`src/rtl/regs_wb_arbiter_if.sv`:
```
// Writeback request/response bundle between the three writeback sources
// and the register file write-port arbiter.
interface regs_wb_arbiter_if #(
  parameter int RegAddrBus = 5,
  parameter int RegBus     = 32
);
  logic                  ex_valid_i;
  logic [RegAddrBus-1:0] ex_waddr_i;
  logic [RegBus-1:0]     ex_wdata_i;
  logic                  ex_ready_o;

  logic                  lsu_valid_i;
  logic [RegAddrBus-1:0] lsu_waddr_i;
  logic [RegBus-1:0]     lsu_wdata_i;
  logic                  lsu_ready_o;

  logic                  dbg_valid_i;
  logic [RegAddrBus-1:0] dbg_waddr_i;
  logic [RegBus-1:0]     dbg_wdata_i;
  logic                  dbg_ready_o;

  logic                  we_o;
  logic [RegAddrBus-1:0] waddr_o;
  logic [RegBus-1:0]     wdata_o;
  logic [2:0]            grant_o;

  modport master (
    output ex_valid_i, ex_waddr_i, ex_wdata_i,
    output lsu_valid_i, lsu_waddr_i, lsu_wdata_i,
    output dbg_valid_i, dbg_waddr_i, dbg_wdata_i,
    input  ex_ready_o, lsu_ready_o, dbg_ready_o,
    input  we_o, waddr_o, wdata_o, grant_o
  );

  modport slave (
    input  ex_valid_i, ex_waddr_i, ex_wdata_i,
    input  lsu_valid_i, lsu_waddr_i, lsu_wdata_i,
    input  dbg_valid_i, dbg_waddr_i, dbg_wdata_i,
    output ex_ready_o, lsu_ready_o, dbg_ready_o,
    output we_o, waddr_o, wdata_o, grant_o
  );
endinterface

```
`src/rtl/regs_wb_arbiter.sv`:
```
// Register file write-port arbiter for ex / lsu / dbg writeback.
// Starved lsu/dbg pre-empts ex, otherwise ex wins, then lsu/dbg share by
// round-robin. The winning write is registered once onto the write port.
// Writes to x0 consume a grant but never raise we_o.
module regs_wb_arbiter #(
  parameter int RegAddrBus   = 5,
  parameter int RegBus       = 32,
  parameter int STARVE_LIMIT = 4
) (
  input logic              clk_i,
  input logic              rst_i,
  regs_wb_arbiter_if.slave bus
);

  localparam logic [3:0] StarveLimit = 4'(STARVE_LIMIT);
  localparam logic [3:0] ScMax       = 4'd15;

  // rp_q: 0 = lsu preferred, 1 = dbg preferred
  logic                  rp_q, rp_d;
  logic [3:0]            sc_lsu_q, sc_lsu_d;
  logic [3:0]            sc_dbg_q, sc_dbg_d;
  logic [2:0]            gnt;
  logic                  lsu_starved, dbg_starved;
  logic [RegAddrBus-1:0] win_waddr;
  logic [RegBus-1:0]     win_wdata;

  logic                  we_q;
  logic [RegAddrBus-1:0] waddr_q;
  logic [RegBus-1:0]     wdata_q;
  logic [2:0]            grant_q;

  assign lsu_starved = bus.lsu_valid_i && (sc_lsu_q >= StarveLimit);
  assign dbg_starved = bus.dbg_valid_i && (sc_dbg_q >= StarveLimit);

  // Winner selection; nothing is accepted while reset is asserted
  always_comb begin
    gnt = 3'b000;
    if (!rst_i) begin
      if (lsu_starved && dbg_starved) begin
        gnt = rp_q ? 3'b100 : 3'b010;
      end else if (lsu_starved) begin
        gnt = 3'b010;
      end else if (dbg_starved) begin
        gnt = 3'b100;
      end else if (bus.ex_valid_i) begin
        gnt = 3'b001;
      end else if (bus.lsu_valid_i && bus.dbg_valid_i) begin
        gnt = rp_q ? 3'b100 : 3'b010;
      end else if (bus.lsu_valid_i) begin
        gnt = 3'b010;
      end else if (bus.dbg_valid_i) begin
        gnt = 3'b100;
      end
    end
  end

  assign bus.ex_ready_o  = gnt[0];
  assign bus.lsu_ready_o = gnt[1];
  assign bus.dbg_ready_o = gnt[2];

  // Winner payload mux
  always_comb begin
    win_waddr = bus.ex_waddr_i;
    win_wdata = bus.ex_wdata_i;
    if (gnt[1]) begin
      win_waddr = bus.lsu_waddr_i;
      win_wdata = bus.lsu_wdata_i;
    end else if (gnt[2]) begin
      win_waddr = bus.dbg_waddr_i;
      win_wdata = bus.dbg_wdata_i;
    end
  end

  // Round-robin pointer and starvation counter next state
  always_comb begin
    rp_d = rp_q;
    if (gnt[1]) begin
      rp_d = 1'b1;
    end else if (gnt[2]) begin
      rp_d = 1'b0;
    end

    sc_lsu_d = sc_lsu_q;
    if (!bus.lsu_valid_i || gnt[1]) begin
      sc_lsu_d = 4'd0;
    end else if (sc_lsu_q != ScMax) begin
      sc_lsu_d = sc_lsu_q + 4'd1;
    end

    sc_dbg_d = sc_dbg_q;
    if (!bus.dbg_valid_i || gnt[2]) begin
      sc_dbg_d = 4'd0;
    end else if (sc_dbg_q != ScMax) begin
      sc_dbg_d = sc_dbg_q + 4'd1;
    end
  end

  // Arbitration state and registered write port
  always_ff @(posedge clk_i) begin
    if (rst_i) begin
      rp_q     <= 1'b0;
      sc_lsu_q <= 4'd0;
      sc_dbg_q <= 4'd0;
      we_q     <= 1'b0;
      waddr_q  <= '0;
      wdata_q  <= '0;
      grant_q  <= 3'b000;
    end else begin
      rp_q     <= rp_d;
      sc_lsu_q <= sc_lsu_d;
      sc_dbg_q <= sc_dbg_d;
      we_q     <= (|gnt) && (win_waddr != '0);
      grant_q  <= gnt;
      if (|gnt) begin
        waddr_q <= win_waddr;
        wdata_q <= win_wdata;
      end
    end
  end

  assign bus.we_o    = we_q;
  assign bus.waddr_o = waddr_q;
  assign bus.wdata_o = wdata_q;
  assign bus.grant_o = grant_q;

endmodule

```
`src/flat_wrapper.sv`:
```
// flat-port wrapper written by rule: the top's interface ports become plain ports
module regs_wb_arbiter_flat 
#(
  parameter int RegAddrBus   = 5,
  parameter int RegBus       = 32,
  parameter int STARVE_LIMIT = 4
)
  (clk_i, rst_i, bus_ex_valid_i, bus_ex_waddr_i, bus_ex_wdata_i, bus_lsu_valid_i, bus_lsu_waddr_i, bus_lsu_wdata_i, bus_dbg_valid_i, bus_dbg_waddr_i, bus_dbg_wdata_i, bus_ex_ready_o, bus_lsu_ready_o, bus_dbg_ready_o, bus_we_o, bus_waddr_o, bus_wdata_o, bus_grant_o);
  regs_wb_arbiter_if #(.RegAddrBus(RegAddrBus), .RegBus(RegBus)) bus_i ();
  input logic clk_i;
  input logic rst_i;
  input wire logic [$bits(bus_i.ex_valid_i)-1:0] bus_ex_valid_i;
  input wire logic [$bits(bus_i.ex_waddr_i)-1:0] bus_ex_waddr_i;
  input wire logic [$bits(bus_i.ex_wdata_i)-1:0] bus_ex_wdata_i;
  input wire logic [$bits(bus_i.lsu_valid_i)-1:0] bus_lsu_valid_i;
  input wire logic [$bits(bus_i.lsu_waddr_i)-1:0] bus_lsu_waddr_i;
  input wire logic [$bits(bus_i.lsu_wdata_i)-1:0] bus_lsu_wdata_i;
  input wire logic [$bits(bus_i.dbg_valid_i)-1:0] bus_dbg_valid_i;
  input wire logic [$bits(bus_i.dbg_waddr_i)-1:0] bus_dbg_waddr_i;
  input wire logic [$bits(bus_i.dbg_wdata_i)-1:0] bus_dbg_wdata_i;
  output wire logic [$bits(bus_i.ex_ready_o)-1:0] bus_ex_ready_o;
  output wire logic [$bits(bus_i.lsu_ready_o)-1:0] bus_lsu_ready_o;
  output wire logic [$bits(bus_i.dbg_ready_o)-1:0] bus_dbg_ready_o;
  output wire logic [$bits(bus_i.we_o)-1:0] bus_we_o;
  output wire logic [$bits(bus_i.waddr_o)-1:0] bus_waddr_o;
  output wire logic [$bits(bus_i.wdata_o)-1:0] bus_wdata_o;
  output wire logic [$bits(bus_i.grant_o)-1:0] bus_grant_o;
  assign bus_i.ex_valid_i = bus_ex_valid_i;
  assign bus_i.ex_waddr_i = bus_ex_waddr_i;
  assign bus_i.ex_wdata_i = bus_ex_wdata_i;
  assign bus_i.lsu_valid_i = bus_lsu_valid_i;
  assign bus_i.lsu_waddr_i = bus_lsu_waddr_i;
  assign bus_i.lsu_wdata_i = bus_lsu_wdata_i;
  assign bus_i.dbg_valid_i = bus_dbg_valid_i;
  assign bus_i.dbg_waddr_i = bus_dbg_waddr_i;
  assign bus_i.dbg_wdata_i = bus_dbg_wdata_i;
  assign bus_ex_ready_o = bus_i.ex_ready_o;
  assign bus_lsu_ready_o = bus_i.lsu_ready_o;
  assign bus_dbg_ready_o = bus_i.dbg_ready_o;
  assign bus_we_o = bus_i.we_o;
  assign bus_waddr_o = bus_i.waddr_o;
  assign bus_wdata_o = bus_i.wdata_o;
  assign bus_grant_o = bus_i.grant_o;
  regs_wb_arbiter #(.RegAddrBus(RegAddrBus), .RegBus(RegBus), .STARVE_LIMIT(STARVE_LIMIT)) u_core (.clk_i(clk_i), .rst_i(rst_i), .bus(bus_i));
endmodule
```
`config.mk`:
```
export PLATFORM = sky130hd
export DESIGN_NAME = regs_wb_arbiter_flat
export DESIGN_NICKNAME = d
export VERILOG_FILES = /design/src/rtl/regs_wb_arbiter_if.sv /design/src/rtl/regs_wb_arbiter.sv /design/src/flat_wrapper.sv
export SDC_FILE = /design/constraint.sdc
export NUM_CORES = 1
export LEC_CHECK = 0
export ABC_AREA = 1
export CAP_MARGIN = 20
export CORE_ASPECT_RATIO = 0.7
export CORE_MARGIN = 2
export CORE_UTILIZATION = 60
export CTS_CLUSTER_SIZE = 16
export DETAILED_ROUTE_END_ITERATION = 10
export DONT_BUFFER_PORTS = 1
export GPL_ROUTABILITY_DRIVEN = 0
export MAX_ROUTING_LAYER = met4
export PLACE_DENSITY_LB_ADDON = 0.3
export SLEW_MARGIN = 10
export SYNTH_ARGS = -nofsm -noshare
export SYNTH_HDL_FRONTEND = slang
export SYNTH_SLANG_ARGS = --single-unit
```
`constraint.sdc`:
```
create_clock -name clk_i -period 2.15 [get_ports clk_i]
set_input_delay 0.215 -clock clk_i [delete_from_list [all_inputs] [get_ports clk_i]]
set_output_delay 0.215 -clock clk_i [all_outputs]
set_load 0.05 [all_outputs]
```
After elaboration in Yosys (flattened, before gate mapping)
Cells that the tools add are included.
- register bits after elaboration: 50
- latch bits: 0
- bits in writable memories: 0
- ROM bits: 0
- input port bits: 116
- output and inout bits: 44
- logic and storage cells: 42
- memories kept: 0
- $add $sub $neg: 2
- multiply operators: 0
- div/mod/pow operators: 0
- order comparisons: 2
- equality and inequality tests: 2
- shift operators: 0
- mux-type cells: 15
- bitwise gates (word level): 0
- reduce and logical (&&, ||, !) cells: 14
- operators with widths (cell ; number):
    2-to-1 mux 32 bit ; 2
    2-to-1 mux 3 bit ; 9
    2-to-1 mux 5 bit ; 2
    adder 4 x 1 -> 4 bit (second input constant) ; 2
    >= comparator 4 x 3 -> 1 bit (second input constant) ; 2
    != test 4 bit (second input constant) ; 2
    logical AND 1 bit ; 5
    nonzero test 5 bit ; 1
    OR reduction 2 bit ; 2
    OR reduction 3 bit ; 1
    zero test 1 bit ; 2
    logical OR 1 bit ; 2
    2-to-1 mux 1 bit ; 2
    nonzero test 2 bit ; 1

Depth between registers and ports, before layout
Gate-level depths: netlist of run 1.
- depth in word-level cells: 12
- gate-level depth with buffers: 13
- depth with buffers taken out: 12

Worst setup path after synthesis of run 1
OpenSTA, ideal clock, no wires.
- path kind: register -> register
- from: reg u_core.sc_dbg_q[3]
- to: reg u_core.wdata_q[19], in the netlist u_core.bus.wdata_o[19]
- setup time: 118 ps
- arrival time: 1419 ps
- required time: 2032 ps
- slack: 613 ps
- stages on the path, launching flop included: 10
- buffers on the path: 1
- period minus slack after synthesis: 1537 ps
- cells stage by stage: dfxtp_1 -> o21ai_2 -> nand3_1 -> nand2_1 -> nand3_2 -> inv_2 -> buf_2 -> a21oi_1 -> nor2_1 -> nor2_1
- elaborated cells on any way between the ends: 10
- those cells by class: order compare (1); mux (6); reduce/logical (3)
- RTL lines (what ; line ; source):
    from (decl) ; regs_wb_arbiter.sv:21 ; logic [3:0] sc_dbg_q, sc_dbg_d;
    from (signal assigned) ; regs_wb_arbiter.sv:111 ; sc_dbg_q <= sc_dbg_d;
    >= comparator 4 x 3 -> 1 bit (*) ; regs_wb_arbiter.sv:33 ; assign dbg_starved = bus.dbg_valid_i && (sc_dbg_q >= StarveLimit);
    logical AND 1 bit (*) ; regs_wb_arbiter.sv:33 ;
    2-to-1 mux 3 bit ; regs_wb_arbiter.sv:43 ; end else if (dbg_starved) begin
    2-to-1 mux 3 bit ; regs_wb_arbiter.sv:41 ; end else if (lsu_starved) begin
    2-to-1 mux 3 bit (*) ; regs_wb_arbiter.sv:39 ; if (lsu_starved && dbg_starved) begin
    2-to-1 mux 3 bit (*) ; regs_wb_arbiter.sv:38 ; if (!rst_i) begin
    via bus_lsu_ready_o ; flat_wrapper.sv:22 ; output wire logic [$bits(bus_i.lsu_ready_o)-1:0] bus_lsu_ready_o;
    OR reduction 3 bit or 2-to-1 mux 32 bit (tied branches) ; regs_wb_arbiter.sv:114, regs_wb_arbiter.sv:65 ;
    to (signal assigned) ; regs_wb_arbiter.sv:116 ; wdata_q <= win_wdata;
    to (decl) ; regs_wb_arbiter.sv:29 ; logic [RegBus-1:0] wdata_q;
Mark *: on every way through the listed nets, which the timed path passes. The rest lies on a longest branch.
A chain may end at the register's enable or synchronous reset.

Final worst setup path of run 1
- from: reg u_core.sc_dbg_q[3]
- to: out bus_dbg_ready_o
- cells in the longest elaborated chain, start to end: 6
- elaborated cells on any way between the ends: 7
- those cells by class: order compare (1); mux (4); reduce/logical (2)
- RTL lines (what ; line ; source):
    >= comparator 4 x 3 -> 1 bit (*) ; regs_wb_arbiter.sv:33 ;
    logical AND 1 bit (*) ; regs_wb_arbiter.sv:33 ;
    2-to-1 mux 3 bit ; regs_wb_arbiter.sv:43 ;
    2-to-1 mux 3 bit ; regs_wb_arbiter.sv:41 ;
    2-to-1 mux 3 bit (*) ; regs_wb_arbiter.sv:39 ;
    2-to-1 mux 3 bit (*) ; regs_wb_arbiter.sv:38 ;
    to (decl) ; flat_wrapper.sv:23 ; output wire logic [$bits(bus_i.dbg_ready_o)-1:0] bus_dbg_ready_o;
Mark *: on every way between the ends. The rest lies on a longest branch, timed or not.

==> impl_metrics.py, run 1 <==
metrics = {
    "yosys": {
        "yosys-top-cells-count": "nand2_1 (120), nand3_1 (59), dfxtp_1 (50), nor2_1 (40), o21ai_0 (25)",
        "synth_edf_count": 0,
        "ys_seq_elements": 50,
        "async_flop_share_pct": 0,
        "synth_top_area_share_pct": 37.51,
        "yosysMostFrequentCell": "nand2_1",
        "ys_types": 28,
        "synthCells": 399,
        "syn_area_sq_um": 2669,
        "synthTopCellsByArea": "dfxtp_1 (38%), nand2_1 (17%), nand3_1 (11%)",
        "synth.avg_cell_area_sq_um": 6.689,
        "synth_top_area_cell": "dfxtp_1",
        "syn_nets": 517,
        "yosys_warnings": 0,
        "yosys_most_used_dff": "dfxtp_1",
        "ys_seq_area_share_pct": 37.51,
    },
    "pwr": {
        "pwr-share-seq_pct": 61.7,
        "combPwrFrac_pct": 14.3,
        "pwr-share-clk_pct": 24.0,
        "p_switching_mw": 0.8669,
        "power_density_nw_per_um2": 813.1,
        "p_leak_nw": 1.224,
        "ir_drop_uv": 532.5,
        "p_int_mw": 1.407,
        "finalPower_mw": 2.274,
        "switching_share_pct": 38.12,
    },
    "routing": {
        "vias": 2491,
        "drcViolationCount": 0,
        "wl_mm": 6.237,
        "drtAntennaViolNets": 0,
        "drtIter0Drc": 97,
        "wl_per_cell_um": 13.95,
        "viasPerCell": 5.573,
        "dr.pass1.iters": 5,
    },
    "worst_hold_path": {
        "min_from": "rst_i",
        "min_to": "u_core.rp_q$_SDFFE_PP0P_",
        "holdPathStages": 1,
        "hold_path.class": "in -> reg",
    },
    "sta": {
        "max_freq_mhz": 487.2,
        "fin_crit_ps": 2053,
        "finalHoldViolations": 0,
        "fin_crit_sh_pct": 95.48,
        "finalSetupViolCount": 0,
        "worst_slew_margin_rel_pct": 61.91,
        "rsz0062_at_grt": "yes",
        "fin_skew_ps": 4.033,
        "tightest_slew_ps": 570.6,
        "maxSlewViolCount": 0,
        "setup_ws_ps": 97.24,
    },
    "global_route": {
        "overflow": 0,
        "grt_util_all_layers_pct": 24.20,
        "antenna_found_initial": 0,
        "grt_pass1_wl_mm": 9.508,
        "first_global_vias": 2042,
        "grt_max_degree": 36,
    },
    "clock_tree": {
        "postCtsSetupRepairBufs": 0,
        "cts_tree": "yes",
        "clk_latency_ps": 290,
        "cts_root_buffer": "clkbuf_8",
        "clk_pin_slew_worst_paths_ps": 80,
        "cts.sink_count": 50,
        "ctsResizeCount": 0,
        "h-tree-depth": 2,
        "clockBufferDepth": 2,
        "postCtsHoldBufs": 0,
        "cts_buffers": 5,
    },
    "floorplanning": {
        "num_rows": 20,
        "die_x_um": 83.72,
        "floorplan.core_area_sq_um": 4304,
        "initial_core_util_pct": 62.01,
        "die_height_um": 59.80,
        "dieArea_sq_um": 5006,
        "ios": 160,
    },
    "placement": {
        "dp_slack_ps": 252.1,
        "port_buffers": 0,
        "dp_hpwl_mm": 4.748,
    },
    "final_layout": {
        "nets": 509,
        "syn2layout_area_growth_pct": 4.782,
        "num_antenna_cells": 0,
        "post-route-util_pct": 64.97,
        "ff_latch_area_sq_um": 1001,
        "drive_gt1_share_pct": 7.908,
        "fillerInstances": 401,
        "multiInputGateArea_sq_um": 1475,
    },
    "critical_path": {
        "cp-end-kind": "output pin",
        "crit_type": "reg -> out",
        "r2r_cells": 9,
        "regToRegSetupSlack_ps": 250,
        "arrival_ps": 1840,
        "reg2reg_to": "u_core.bus.wdata_o[27]$_SDFFE_PP0P_",
        "start_kind": "flip-flop",
        "r2r-start": "u_core.sc_dbg_q[3]$_SDFFE_PP0P_",
        "required_ps": 1930,
        "crit_fanout": 23,
    },
    "status": {
        "outcome": "finished clean",
    },
    "job": {
        "maxCapViolations": 0,
    },
}
-- layout make-up --
cell class                      count  share of cell area [%]
Tap cell                           55                   2.461
Inverter                           14                   1.879
Clock inverter                      1                  0.1790
Multi-Input combinational cell    309                   52.75
Timing Repair Buffer               11                   3.848
Sequential cell                    50                   35.79
Clock buffer                        7                   3.087
-- worst max-delay path, cell delays in order (launching register included) --
cell     delay (ps)
dfxtp_1         370
nor2_1          120
nor2_1           70
a21oi_4         270
nand2_8         170
inv_2            90
buf_4           210
buf_4           230
-- metal layers --
metal / GRT usage [%] / share of wire [%]
met1: 28.96 / 41
met4: 4.608 / 0.85
met5: - / 0
met3: 7.735 / 10
met2: 41.14 / 48
-- power by group through the flow --
stage / clock, mW / sequential (mW) / combinational [mW]
floorplan: 0 / 1.40 / 0.272
global placement: 0 / 1.42 / 0.312
finish: 0.546 / 1.40 / 0.325
CTS: 0.556 / 1.41 / 0.324
global route: 0.611 / 1.42 / 0.372
detailed placement: 0 / 1.43 / 0.323
-- cell families after synthesis --
group	synth area share [%]
buf+inv	8.017
flops	37.51
fa+ha+maj	0.9375
simple gates	36.66
xor+xnor	1.313
compound gates	15.57
-- worst max-delay path by stage --
stage | startpoint | slack (ps) | to
detailed placement | u_core.sc_dbg_q[3]$_SDFFE_PP0P_ | 250 | u_core.bus.wdata_o[27]$_SDFFE_PP0P_
global placement | u_core.sc_lsu_q[3]$_SDFFE_PP0P_ | 360 | u_core.bus.wdata_o[5]$_SDFFE_PP0P_
CTS | u_core.sc_lsu_q[3]$_SDFFE_PP0P_ | 50 | bus_dbg_ready_o
global route | u_core.rp_q$_SDFFE_PP0P_ | -50 | bus_dbg_ready_o
floorplan | u_core.sc_dbg_q[3]$_SDFFE_PP0P_ | 610 | u_core.bus.wdata_o[19]$_SDFFE_PP0P_
finish | u_core.sc_dbg_q[3]$_SDFFE_PP0P_ | 100 | bus_dbg_ready_o
-- metrics by stage --
stage                     setup TNS, ps  hold slack (ps)  std cells  cell area [sq um]
after floorplan                       0            318.5        399               2669
final                                 0            23.87        447               2796
after detailed placement              0            330.9        439               2684
after global routing             -53.89            24.84        447               2796
after global placement                0            324.2        439               2684
after CTS                             0            22.82        447               2775
-- sequential cells by signal, summed over array words and instances (netlist names) --
signal and count:
u_core.bus.wdata_o 32, u_core.bus.we_o 1, u_core.sc_dbg_q 4, u_core.sc_lsu_q 4, u_core.rp_q 1, u_core.bus.grant_o 3, u_core.bus.waddr_o 5
-- placed cells by master (no fill, tap or decap), drive strengths merged, types with 2 or more instances in the layout --
cell and instances:
o21ai 45, nand3 61, inv 14, ha 2, dfxtp 50, a21oi 19, nand2 122, nor2 40
a31oi 2, clkbuf 7, or2 3, buf 11, o211ai 7, xnor2 4, nand4 3
(Power assumes the default switching activity.)
==> run 2, diff against run 1 <==
--- a/config.mk
+++ b/config.mk
@@ -13,9 +13,9 @@
 export CTS_CLUSTER_SIZE = 16
 export DETAILED_ROUTE_END_ITERATION = 10
 export DONT_BUFFER_PORTS = 1
-export GPL_ROUTABILITY_DRIVEN = 0
 export MAX_ROUTING_LAYER = met4
 export PLACE_DENSITY_LB_ADDON = 0.3
+export REMOVE_ABC_BUFFERS = 1
 export SLEW_MARGIN = 10
 export SYNTH_ARGS = -nofsm -noshare
 export SYNTH_HDL_FRONTEND = slang
==> run 2 against run 1 <==
  * Die area unchanged
  * Sequential share of layout area decreased by 0.81 points
  * Total power increased by 4.4%
  * Sequential cell count unchanged
  * Via count increased by 3.9%
  * Routed wire length increased by 7.4%
  * Non-clock buffer count increased by 1
  * Largest power group unchanged
==> impl_metrics.py, run 2 (synthesis gave the netlist of run 1 again) <==
metrics = {
    "sta": {
        "finalHoldViolations": 0,
        "maxSlewViolCount": 0,
        "setup_tns_ps": 0,
        "tightest_slew_ps": 560.9,
        "fin_skew_ps": 5.616,
        "rsz0062_at_grt": "yes",
        "fin_crit_ps": 2072,
        "fin_crit_sh_pct": 96.37,
        "max_freq_mhz": 482.6,
        "finalSetupViolCount": 0,
        "worst_slew_margin_rel_pct": 62.56,
        "whs_ps": 79.35,
    },
    "clock_tree": {
        "cts_buffers": 5,
        "postCtsSetupRepairBufs": 0,
        "cts.sink_count": 50,
        "clk_latency_ps": 290,
        "clockBufferDepth": 2,
        "cts_tree": "yes",
        "h-tree-depth": 2,
        "clk_pin_slew_worst_paths_ps": 90,
        "cts_root_buffer": "clkbuf_8",
    },
    "pwr": {
        "p_leak_nw": 1.239,
        "power_density_nw_per_um2": 829.4,
        "ir_drop_uv": 456.6,
    },
    "critical_path": {
        "cpMostUsedCell": "buf_12",
        "crit_path_cell_trace": "o21ai_2 > nand2_1 > nand2_2 > nand2_8 > inv_6 > buf_12 > buf_12",
        "critical_path.slowest_cell": "dfxtp_1",
        "start_kind": "flip-flop",
        "crit_end": "bus_dbg_ready_o",
        "r2r_cells": 11,
        "r2r-start": "u_core.sc_lsu_q[3]$_SDFFE_PP0P_",
        "cp-startpoint": "u_core.sc_lsu_q[3]$_SDFFE_PP0P_",
        "crit_type": "reg -> out",
        "reg2reg_to": "u_core.bus.we_o$_SDFF_PP0_",
        "arrival_ps": 1860,
        "slowest_delay_ps": 370,
        "cp-end-kind": "output pin",
        "required_ps": 1930,
        "regToRegSetupSlack_ps": 240,
        "crit_fanout": 21,
    },
    "floorplanning": {
        "die_height_um": 59.80,
        "die_x_um": 83.72,
        "ios": 160,
        "floorplan.core_area_sq_um": 4304,
        "dieArea_sq_um": 5006,
        "initial_core_util_pct": 62.01,
        "num_rows": 20,
    },
    "final_layout": {
        "nets": 510,
        "syn2layout_area_growth_pct": 7.220,
        "final_cell_mix": "nand2_1 (120), nand3_1 (59), dfxtp_1 (50)",
        "largest_register_ff_count": 32,
        "fillerInstances": 402,
        "final_common_cell": "nand2_1",
        "num_antenna_cells": 0,
        "drive_gt1_share_pct": 7.634,
    },
    "status": {
        "outcome": "finished clean",
    },
    "global_route": {
        "overflow": 0,
        "grt_pass1_wl_mm": 10.39,
        "grt_util_all_layers_pct": 26.30,
        "antenna_found_initial": 0,
        "grt_max_degree": 36,
        "first_global_vias": 2262,
    },
    "placement": {
        "port_buffers": 0,
        "dp_hpwl_mm": 4.936,
        "finalWeightedCongestion": 0.8639,
    },
    "routing": {
        "vias": 2589,
        "drcViolationCount": 0,
        "drtIter0Drc": 103,
        "wl_per_cell_um": 14.96,
        "drtAntennaViolNets": 0,
        "dr.pass1.iters": 4,
        "wl_mm": 6.700,
        "viasPerCell": 5.779,
    },
    "worst_hold_path": {
        "hold_path.class": "in -> reg",
    },
    "job": {
        "maxCapViolations": 0,
    },
}
[run 2: changes by cell type in the layout (fill, tap and decap cells not counted), sizes merged]
| cell | previous run | this run |
|---|---|---|
| dlygate4sd3 | 0 | 1 |
| clkinv | 1 | 0 |
| bufinv | 0 | 1 |
[run 2: worst min-delay path by stage]
stage,from,endpoint,slack [ps],cells after the start
2_1_floorplan,rst_i,u_core.rp_q$_SDFFE_PP0P_,320,1
3_3_place_gp,rst_i,u_core.rp_q$_SDFFE_PP0P_,320,1
3_5_place_dp,rst_i,u_core.rp_q$_SDFFE_PP0P_,320,1
4_1_cts,rst_i,u_core.rp_q$_SDFFE_PP0P_,3,1
5_1_grt,bus_lsu_wdata_i[3],u_core.bus.wdata_o[3]$_SDFFE_PP0P_,80,2
6_report,bus_lsu_wdata_i[14],u_core.bus.wdata_o[14]$_SDFFE_PP0P_,80,2
[run 2: critical path, delay by kind of cell (launching register included)]
family | cells | cell delay [ps]
DFF | 1 | 370
AOI/OAI and AO/OA | 1 | 230
and+or+nand+nor | 3 | 470
buffers and inverters | 3 | 490
[run 2: power breakdown]
group	switching, mW	total (mW)	internal (mW)
sequential	0.382	1.40	1.02
clock	0.287	0.635	0.348
combinational	0.203	0.335	0.132
total	0.872	2.37	1.50
[run 2: area by class of cell]
type	instances	area, sq um	share of cell area, %
timing repair buffer	12	155.1	5.422
multi-input combinational	309	1470	51.38
clock buffer	7	76.32	2.667
sequential	50	1001	34.98
clock inverter	1	30.03	1.049
tap	55	68.82	2.405
inverter	14	60.06	2.099
[run 2: through the flow]
stage / utilization, % / worst slack, ps / std cells / cell area, sq um / total power, mW
after global placement: 63.23 / 334.5 / 439 / 2721 / 1.742
after detailed placement: 63.23 / 232.3 / 439 / 2721 / 1.755
final: 66.48 / 78.00 / 448 / 2861 / 2.373
after floorplan: - / -472.6 / 373 / 2507 / 1.645
after CTS: 65.81 / 8.081 / 447 / 2833 / 2.389
after global routing: 66.48 / -36.37 / 448 / 2861 / 2.485
[run 2: what timing repair did]
item	4_1_cts	5_1_grt
hold buffers	0	1
endpoints found under the setup margin	2	3
cloned	0	0
endpoints found under the hold margin	0	1
resized for setup	2	3
[run 2: per-layer routing]
layer | vias to the layer above | part of all wire (%) | global-route usage, %
met2 | 125 | 48 | 44.34
met5 | - | 0 | -
li1 | 1305 | - | -
met1 | 1155 | 41 | 31.23
met4 | 0 | 0.37 | 6.452
met3 | 4 | 10 | 8.425
==> run 3, diff against run 2 <==
--- a/config.mk
+++ b/config.mk
@@ -6,6 +6,7 @@
 export NUM_CORES = 1
 export LEC_CHECK = 0
 export ABC_AREA = 1
+export ABC_CLOCK_PERIOD_IN_PS = 2100
 export CAP_MARGIN = 20
 export CORE_ASPECT_RATIO = 0.7
 export CORE_MARGIN = 2
==> constraint.sdc (replaced) <==
create_clock -name clk_i -period 2.1 [get_ports clk_i]
set_input_delay 0.21 -clock clk_i [delete_from_list [all_inputs] [get_ports clk_i]]
set_output_delay 0.21 -clock clk_i [all_outputs]
set_load 0.05 [all_outputs]
==> run 3 against run 2 <==
  * Clock power is 29% higher
  * Sequential share of layout area is 0.32 points lower
  * Highest routed layer unchanged
  * Non-clock buffer count is 1 higher
  * Clock-buffer cell count is 1 lower
==> impl_metrics.py, run 3 (synthesis gave the netlist of run 1 again) <==
metrics = {
    "status": {
        "outcome": "finished clean",
    },
    "clock_tree": {
        "h-tree-depth": 2,
        "clk_latency_ps": 290,
        "cts.sink_count": 50,
        "cts_buffers": 5,
        "cts_tree": "yes",
        "clk_pin_slew_worst_paths_ps": 90,
        "postCtsSetupRepairBufs": 0,
        "clockBufferDepth": 2,
        "cts_root_buffer": "clkbuf_8",
    },
    "global_route": {
        "busiest_layer": "met2",
        "grt_pass1_wl_mm": 10.05,
        "antenna_found_initial": 0,
        "overflow": 0,
        "grtUsageMet1_pct": 29.97,
        "grt_max_degree": 36,
        "met2_usage_pct": 44.69,
        "grt.met3_usage_pct": 6.492,
        "grt_util_all_layers_pct": 25.41,
        "first_global_vias": 2178,
    },
    "pwr": {
        "p_int_mw": 1.687,
        "finalPower_mw": 2.592,
        "combPwrFrac_pct": 13.1,
        "p_leak_nw": 1.258,
        "pwr-share-seq_pct": 55.4,
        "power_density_nw_per_um2": 897.7,
        "p_switching_mw": 0.9049,
        "switching_share_pct": 34.91,
        "pwr-share-clk_pct": 31.5,
        "ir_drop_uv": 604.5,
    },
    "sta": {
        "setup_tns_ps": 0,
        "rsz0062_at_grt": "no",
        "fin_skew_ps": 4.144,
        "fin_crit_sh_pct": 93.98,
        "whs_ps": 74.90,
        "max_freq_mhz": 506.7,
        "finalSetupViolCount": 0,
        "tightest_slew_ps": 540.0,
        "fin_crit_ps": 1974,
        "maxSlewViolCount": 0,
        "finalHoldViolations": 0,
        "worst_slew_margin_rel_pct": 63.95,
    },
    "floorplanning": {
        "initial_core_util_pct": 62.01,
        "die_height_um": 59.80,
        "die_x_um": 83.72,
        "floorplan.core_area_sq_um": 4304,
        "num_rows": 20,
        "dieArea_sq_um": 5006,
        "ios": 160,
    },
    "critical_path": {
        "crit_type": "reg -> out",
        "crit_fanout": 29,
        "required_ps": 1890,
        "arrival_ps": 1760,
        "start_kind": "flip-flop",
        "cp-end-kind": "output pin",
    },
    "routing": {
        "wl_per_cell_um": 14.58,
        "drtAntennaViolNets": 0,
        "drtIter0Drc": 100,
        "drcViolationCount": 0,
        "viasPerCell": 5.706,
        "vias": 2562,
        "wl_mm": 6.546,
        "dr.pass1.iters": 6,
    },
    "worst_hold_path": {
        "hold_path.class": "in -> reg",
    },
    "final_layout": {
        "final_cell_mix": "nand2_1 (120), nand3_1 (59), dfxtp_1 (50)",
        "ff_latch_area_sq_um": 1001,
        "syn2layout_area_growth_pct": 8.204,
        "fin_cells": 449,
        "multiInputGateArea_sq_um": 1470,
        "nets": 511,
        "fillerInstances": 384,
        "num_antenna_cells": 0,
        "drive_gt1_share_pct": 8.376,
        "final_common_cell": "nand2_1",
        "largest_register_ff_count": 32,
    },
    "placement": {
        "port_buffers": 0,
        "dp_hpwl_mm": 4.838,
        "dp_cells": 440,
        "finalWeightedCongestion": 0.8307,
    },
    "job": {
        "maxCapViolations": 0,
    },
}
[run 3: changes by cell type in the layout (fill, tap and decap cells not counted)]
cell / before / now
buf_12: 5 / 3
clkbuf_1: 2 / 0
clkinv_8: 0 / 1
bufinv_16: 1 / 2
inv_6: 1 / 0
clkbuf_8: 5 / 6
buf_4: 6 / 9
[run 3: cell type report]
| class | count | share of cell area [%] |
|---|---|---|
| multi-input combinational | 309 | 50.91 |
| sequential | 50 | 34.66 |
| timing repair buffer | 13 | 4.766 |
| clock buffer | 6 | 2.860 |
| tap | 55 | 2.383 |
| inverter | 14 | 2.340 |
| clock inverter | 2 | 2.080 |
[run 3: path summary, 6_finish.rpt]
kind / from / to / slack, ps / depth (start not counted)
worst min register to register: u_core.rp_q$_SDFFE_PP0P_ / u_core.rp_q$_SDFFE_PP0P_ / 520 / 2
worst max register to register: u_core.sc_dbg_q[2]$_SDFFE_PP0P_ / u_core.bus.we_o$_SDFF_PP0_ / 260 / 10
worst min-delay path: bus_lsu_wdata_i[22] / u_core.bus.wdata_o[22]$_SDFFE_PP0P_ / 70 / 2
worst max-delay path: u_core.sc_dbg_q[2]$_SDFFE_PP0P_ / bus_lsu_ready_o / 130 / 7
[run 3: worst max-delay path, cell delays in order (launching register included)]
cell and delay (ps):
dfxtp_1 380, o21ai_2 250, nand3_1 110, nand2_1 130, nand3_4 160, inv_4 120
buf_12 170, buf_12 150
[run 3: stage by stage]
step	cell area, sq um	worst slack, ps	utilization, %
final	2888	126.4	67.09
after global routing	2888	14.33	67.09
after CTS	2843	22.21	66.05
after detailed placement	2691	151.4	62.53
after global placement	2691	214.8	62.53
after floorplan	2507	-517.6	-
[run 3: per-layer routing]
layer | wire length (um) | share of wire (%) | up-vias
met3 | 568 | 8.7 | 4
met1 | 2815 | 43 | 1135
met4 | 31 | 0.47 | 0
met5 | 0 | 0 | -
met2 | 3131 | 48 | 113
li1 | - | - | 1310
[run 3: what timing repair did]
item                                   4_1_cts  5_1_grt
resized for setup                            3        7
setup endpoints to repair                    2        2
pin swaps                                    0        1
endpoints found under the hold margin        0        1
cloned                                       0        0
hold buffers                                 0        1
[run 3: power groups by stage]
stage               Clock (mW)  Sequential (mW)  Combinational (mW)
global placement             0             1.46               0.320
CTS                      0.832             1.44               0.335
finish                   0.817             1.44               0.340
global route             0.872             1.45               0.388
floorplan                    0             1.43               0.250
detailed placement           0             1.46               0.333
